File: src/rtl/status_register_pkg.sv
// Shared definitions for the 6502-style processor status register:
// flag bit positions, default reset image, stored-flag struct and irq_mask FSM states.
package status_register_pkg;

    localparam int unsigned FLAG_C = 0;
    localparam int unsigned FLAG_Z = 1;
    localparam int unsigned FLAG_I = 2;
    localparam int unsigned FLAG_D = 3;
    localparam int unsigned FLAG_B = 4;
    localparam int unsigned FLAG_U = 5;
    localparam int unsigned FLAG_V = 6;
    localparam int unsigned FLAG_N = 7;

    localparam logic [7:0] RESET_P_DEFAULT = 8'h04;

    typedef enum logic {
        IRQ_SYNC = 1'b0,
        IRQ_PEND = 1'b1
    } irq_state_e;

    // Only six flags are stored; B and U exist only in the pushed image.
    typedef struct packed {
        logic n;
        logic v;
        logic d;
        logic i;
        logic z;
        logic c;
    } flags_t;

    function automatic logic [7:0] flags_to_push(input flags_t f, input logic brk);
        logic [7:0] p;
        p         = 8'h00;
        p[FLAG_C] = f.c;
        p[FLAG_Z] = f.z;
        p[FLAG_I] = f.i;
        p[FLAG_D] = f.d;
        p[FLAG_B] = brk;
        p[FLAG_U] = 1'b1;
        p[FLAG_V] = f.v;
        p[FLAG_N] = f.n;
        return p;
    endfunction

endpackage

File: src/rtl/status_register.sv
// Processor status register: stored N/V/D/I/Z/C flags with prioritised update
// sources, push-image generation and a one-instruction-delayed interrupt mask.
module status_register
    import status_register_pkg::*;
#(
    parameter logic [7:0] RESET_P = RESET_P_DEFAULT
) (
    input  logic       clk,
    input  logic       rst,
    input  logic [7:0] alu_result,
    input  logic       alu_carry,
    input  logic       alu_ovflw,
    input  logic       upd_nz,
    input  logic       upd_c,
    input  logic       upd_v,
    input  logic       bit_en,
    input  logic       ld_p,
    input  logic [7:0] db_in,
    input  logic       set_c,
    input  logic       clr_c,
    input  logic       set_i,
    input  logic       clr_i,
    input  logic       set_d,
    input  logic       clr_d,
    input  logic       clr_v,
    input  logic       instr_done,
    input  logic       brk_push,
    output logic [7:0] p_push,
    output logic       flag_c,
    output logic       flag_z,
    output logic       flag_i,
    output logic       flag_d,
    output logic       flag_v,
    output logic       flag_n,
    output logic       irq_mask
);

    localparam flags_t RESET_FLAGS = '{
        n: RESET_P[FLAG_N],
        v: RESET_P[FLAG_V],
        d: RESET_P[FLAG_D],
        i: RESET_P[FLAG_I],
        z: RESET_P[FLAG_Z],
        c: RESET_P[FLAG_C]
    };

    flags_t     flags_q, flags_d;
    irq_state_e state_q, state_d;
    logic       irq_mask_q, irq_mask_d;
    logic       alu_zero;
    logic       i_changed;
    logic       hw_irq_entry;
    logic       unused_db_bits;

    assign alu_zero       = (alu_result == 8'h00);
    assign unused_db_bits = ^db_in[FLAG_U:FLAG_B];

    // Per-flag priority: ld_p, then BIT, then the ALU enables, then set/clear strobes.
    always_comb begin
        // NOTE: every combinational output gets a default first so no latch is inferred.
        flags_d = flags_q;
        if (ld_p) begin
            flags_d.n = db_in[FLAG_N];
            flags_d.v = db_in[FLAG_V];
            flags_d.d = db_in[FLAG_D];
            flags_d.i = db_in[FLAG_I];
            flags_d.z = db_in[FLAG_Z];
            flags_d.c = db_in[FLAG_C];
        end else begin
            if (bit_en) begin
                flags_d.n = db_in[FLAG_N];
                flags_d.v = db_in[FLAG_V];
                flags_d.z = alu_zero;
            end else begin
                if (upd_nz) begin
                    flags_d.n = alu_result[7];
                    flags_d.z = alu_zero;
                end
                if (upd_v)      flags_d.v = alu_ovflw;
                else if (clr_v) flags_d.v = 1'b0;
            end

            if (upd_c)                flags_d.c = alu_carry;
            else if (set_c && !clr_c) flags_d.c = 1'b1;
            else if (clr_c && !set_c) flags_d.c = 1'b0;

            if (set_i && !clr_i)      flags_d.i = 1'b1;
            else if (clr_i && !set_i) flags_d.i = 1'b0;

            if (set_d && !clr_d)      flags_d.d = 1'b1;
            else if (clr_d && !set_d) flags_d.d = 1'b0;
        end
    end

    // Interrupt entry masks immediately; software I changes wait for the next instruction boundary.
    assign i_changed    = (flags_d.i != flags_q.i);
    assign hw_irq_entry = set_i && !clr_i && !brk_push && !ld_p;

    always_comb begin
        state_d    = state_q;
        irq_mask_d = irq_mask_q;
        if (hw_irq_entry) begin
            irq_mask_d = 1'b1;
            state_d    = IRQ_SYNC;
        end else if (i_changed) begin
            state_d    = IRQ_PEND;
        end else if (state_q == IRQ_PEND && instr_done) begin
            irq_mask_d = flags_q.i;
            state_d    = IRQ_SYNC;
        end
    end

    always_ff @(posedge clk) begin
        // NOTE: sequential state uses non-blocking assignments so all registers update together.
        if (rst) begin
            flags_q    <= RESET_FLAGS;
            state_q    <= IRQ_SYNC;
            irq_mask_q <= RESET_P[FLAG_I];
        end else begin
            flags_q    <= flags_d;
            state_q    <= state_d;
            irq_mask_q <= irq_mask_d;
        end
    end

    assign p_push   = flags_to_push(flags_q, brk_push);
    assign flag_c   = flags_q.c;
    assign flag_z   = flags_q.z;
    assign flag_i   = flags_q.i;
    assign flag_d   = flags_q.d;
    assign flag_v   = flags_q.v;
    assign flag_n   = flags_q.n;
    assign irq_mask = irq_mask_q;

endmodule

File: config.mk
export PLATFORM = sky130hd
export DESIGN_NAME = status_register
export DESIGN_NICKNAME = d
export VERILOG_FILES = /design/src/rtl/status_register_pkg.sv /design/src/rtl/status_register.sv
export SDC_FILE = /design/constraint.sdc
export NUM_CORES = 1
export LEC_CHECK = 0
export BUFFER_PORTS_ARGS = -buffer_cell sky130_fd_sc_hd__buf_2
export CAP_MARGIN = 10
export CORE_MARGIN = 1
export CORE_UTILIZATION = 35
export CTS_CLUSTER_DIAMETER = 100
export DETAILED_ROUTE_END_ITERATION = 12
export PLACE_DENSITY = 0.82
export SLEW_MARGIN = 20
export SYNTH_ARGS = -nofsm -noshare
export SYNTH_HDL_FRONTEND = slang
export SYNTH_SLANG_ARGS = --single-unit
File: constraint.sdc
create_clock -name clk -period 1.4 [get_ports clk]
set_clock_uncertainty 0.1 [all_clocks]
set_input_delay 0.14 -clock clk [delete_from_list [all_inputs] [get_ports clk]]
set_output_delay 0.14 -clock clk [all_outputs]
set_load 0.05 [all_outputs]
=== After elaboration in Yosys (flattened, before gate mapping) ===
Cells that the tools add are included.

* Input port bits: 34
* Register bits: 8
* Output and inout bits: 15

* Mux-type cells: 16
* Bitwise gates (word level): 1
* Equal/unequal tests: 1
* Reductions and logical operators: 25

{| class="wikitable"
|+ Operators by type and width
! kind !! number
|-
| 2-to-1 mux 1 bit || 14
|-
| logical AND 1 bit || 9
|-
| zero test 1 bit || 8
|-
| zero test 8 bit || 1
|-
| nonzero test 4 bit || 2
|-
| 2-to-1 mux 6 bit || 1
|-
| nonzero test 3 bit || 2
|-
| 2-to-1 mux 2 bit || 1
|-
| AND reduction 2 bit || 1
|-
| nonzero test 2 bit || 1
|-
| OR reduction 2 bit || 1
|-
| != test 1 bit || 1
|-
| inverter 1 bit || 1
|}

=== Longest topological paths before layout ===
* Word-level depth: 9
* Gate-level depth with buffers: 5

=== Worst setup path after synthesis ===
OpenSTA, ideal clock, no wires.

* Path kind: reg-to-reg
* From: register flags_q, in the netlist flag_i
* To: register state_q
* Cell stages (with the launch flop): 4
* Required time: 1214 ps
* Period minus slack after synthesis: 1385 ps
* Buffers on the path: 0
* Slack: 15 ps
* Library setup time: 86 ps
* Arrival time: 1199 ps
* Path through: dfxtp_1 -> a21oi_1 -> a32o_1 -> a221oi_2

* Word-level cells in the longest chain between the ends: 5

{| class="wikitable"
|+ RTL lines
! what !! line !! RTL
|-
| start: declaration || status_register.sv:47 || <nowiki>flags_t flags_q, flags_d;</nowiki>
|-
| start signal: assignment || status_register.sv:120 || <nowiki>flags_q <= flags_d;</nowiki>
|-
| 2-to-1 mux 1 bit || status_register.sv:88 || <nowiki>else if (clr_i && !set_i) flags_d.i = 1'b0;</nowiki>
|-
| 2-to-1 mux 1 bit || status_register.sv:87 || <nowiki>if (set_i && !clr_i) flags_d.i = 1'b1;</nowiki>
|-
| 2-to-1 mux 6 bit || status_register.sv:62 || <nowiki>if (ld_p) begin</nowiki>
|-
| != test 1 bit * || status_register.sv:96 || <nowiki>assign i_changed = (flags_d.i != flags_q.i);</nowiki>
|-
| 2-to-1 mux 1 bit / nonzero test 2 bit (equally long branches) || -- ||
|-
| end signal: assignment || status_register.sv:121 || <nowiki>state_q <= state_d;</nowiki>
|-
| end: declaration || status_register.sv:48 || <nowiki>irq_state_e state_q, state_d;</nowiki>
|}

Mark *: on every way between the ends. The rest lies on a longest branch, timed or not.
A chain may end at the register's enable or synchronous reset.

=== Worst setup path after layout ===
* From: register flags_q, in the netlist flag_i
* To: output port p_push[2]

{| class="wikitable"
|+ RTL lines
! what !! line !! RTL
|-
| end: declaration || status_register.sv:28 || <nowiki>output logic [7:0] p_push,</nowiki>
|}

No word-level cell between the ends.

==> metrics.txt <==
status completed; Final TNS setup 0 ns; commonest cells in the synthesized netlist 8 x buf_4, 8 x dfxtp_1, 6 x nor2_1; CP bufs+invs 1; Setup CP Type flip-flop to primary output; Total Routing Usage GR 0.1811; grt ovf 0; share of power burned in registers 0.375; Logic pwr share 0.357; hold_buf cts 0; Clock power frac 0.268; post-synthesis cell type count 26; TritonCTS clock tree yes; synth warn 0; post-synth net total 98; Pint 425.5 uW; clock transition at the registers of the reported paths 0.06 ns; Critical R2R Capture state_q; Initial DRC Count 9; router iterations before antenna repair 3; Die Height 40.89 um; period utilization 0.8705; DR vias 591; Critical R2R Launch flag_i; Antenna Cells 0; CTS sink count 8; Async S/R FF share, synth 0; HPWL Detailed 1024 um; CP Launch Type flip-flop; share of layout cells above drive strength 1 0.5000; postcts setup bufs 0; Slowest-stage cell, CP dfxtp_1; worst path arrival time 0.98 ns; final slew viol count 0; Chip Width 40.89 um; first-pass GRT wire length 1869 um; minimum clock period 1.219 ns; syn_area_per_cell 8.401 um2; Synth Instances 63; initial antenna violation count 0; Worst EP required 1.16 ns; Final Hold Viols 0; # H-tree levels 1; wire per inst 10.68 um; Post-synth EDFFs 0; hold path depth 3; hold path startpoint db_in[0]; initial core utilization 0.3920; Top FF cell, synth dfxtp_1; # IOs 49; CP peak stage delay 0.42 ns; PD cells 925.9 mW/mm2; ANT nets after route 0; Psw 254.5 uW; CP cell instances buf_2; CP top delay family flip-flops; met2 wire length 623 um; core area 0.001350 mm2; worst min-delay path endpoint flag_c; max-cap violations 0; port buffer count 45; Worst Reg-to-Reg Cells 3; Core Util, Final 0.5440; vias in the first global route 483; vias per cell 5.051; fmax 820.5 MHz; M1 wire length 475 um; num rows 13; Synth area leader dfxtp_1; worst skew pair latency 0.26 ns; CP Max Fanout 6; global placer's final weighted congestion 0.6056; final net count 139; RSZ-0062 raised after global routing no; Clock Tree Root clkbuf_4; CTS buffer count 3; setup slack, reg-to-reg 0.28 ns; post-cts sizing count 0; Pleak 0.3760 nW; Setup violations, final 0; worst vdd ir 527.9 uV; CP endpoint kind primary output; Switching Share 0.3743; share of the synthesized area in the top cell type 0.3026; die area 0.001672 mm2; top routing layer in use met4; Area contributors post-synth dfxtp_1 30%, buf_4 11%, a21oi_1 4.7%; DRC viols 0; #FFs+latches synth 8; Layout area overhead 38.77%; WL met3 121 um; pin count of the biggest net entering global routing 12; Seq/Total Area, Yosys 0.3026; synthesized area 529.3 um2; min-delay worst type primary input to flip-flop; Longest Clk Path Bufs 2; DRT Wirelength 1249 um
flip-flops by register name, indices dropped and copies added (netlist names):
register  count
flag_i        1
state_q       1
flag_c        1
irq_mask      1
flag_n        1
flag_d        1
flag_z        1
flag_v        1
worst max path at each step:
stage / startpoint / to / depth (start not counted)
CTS: flag_i / p_push[2] / 1
floorplan: flag_i / state_q / 3
detailed placement: ld_p / state_q / 4
global route: flag_i / flag_i / 1
global placement: ld_p / state_q / 4
finish: flag_i / p_push[2] / 1
layout make-up:
type                    instances  area, um2
inverters                       4      15.01
flip-flops and latches          8      160.2
well taps                      15      18.77
multi-input cells              41      285.3
clock buffers                   3      22.52
repair buffers                 46      232.7
fillers                       139      615.6
stage by stage:
stage / total power, mW / cells / setup slack [ns] / cell area, um2 / hold slack (ns)
after detailed placement: 0.5038 / 114 / 0.08425 / 711.9 / 0.2808
final: 0.6800 / 117 / 0.1813 / 734.5 / 0.009842
after global routing: 0.7306 / 117 / 0.1201 / 734.5 / 0.02077
after floorplan: 0.4421 / 63 / 0.01487 / 529.3 / 0.1668
after global placement: 0.4981 / 114 / 0.1013 / 711.9 / 0.2733
after CTS: 0.6896 / 117 / 0.1724 / 734.5 / 0.006891
metal layers:
metal	GRT usage	vias to the layer above
met5	0	-
met4	0.1167	0
met3	0.1033	4
met2	0.3086	29
met1	0.1607	259
li1	-	299
cells in the final DEF, fill, tap and decap left out, types with 2 or more instances in the layout:
| master | netlist | routed |
|---|---|---|
| a211oi_1 | 3 | 3 |
| mux2i_1 | 2 | 2 |
| or3b_1 | 2 | 2 |
| nor2b_1 | 3 | 3 |
| nor2_1 | 6 | 6 |
| nand3b_1 | 2 | 2 |
| o31ai_1 | 2 | 2 |
| buf_2 | 1 | 45 |
| nor4_1 | 2 | 2 |
| inv_1 | 4 | 4 |
| a221oi_1 | 2 | 2 |
| nand2b_1 | 2 | 2 |
| a21oi_1 | 5 | 5 |
| clkbuf_4 | 0 | 3 |
| dfxtp_1 | 8 | 8 |
power by group through the flow:
stage	Sequential (mW)	Combinational (mW)	Clock (mW)
2_1_floorplan	0.305	0.137	0
3_3_place_gp	0.259	0.239	0
3_5_place_dp	0.260	0.244	0
4_1_cts	0.255	0.244	0.190
5_1_grt	0.258	0.263	0.209
6_report	0.255	0.243	0.182
cell families (layout without fill, tap and decap cells):
family / Yosys count / after routing / share of synthesized area
and+or+nand+nor: 20 / 20 / 0.2246
buffers and inverters: 14 / 53 / 0.1584
adders and majority gates: 1 / 1 / 0.02364
muxes: 3 / 3 / 0.05910
other: 1 / 1 / 0.007085
AOI/OAI and AO/OA: 16 / 16 / 0.2246
DFF: 8 / 8 / 0.3026
(Power assumes the default switching activity.)
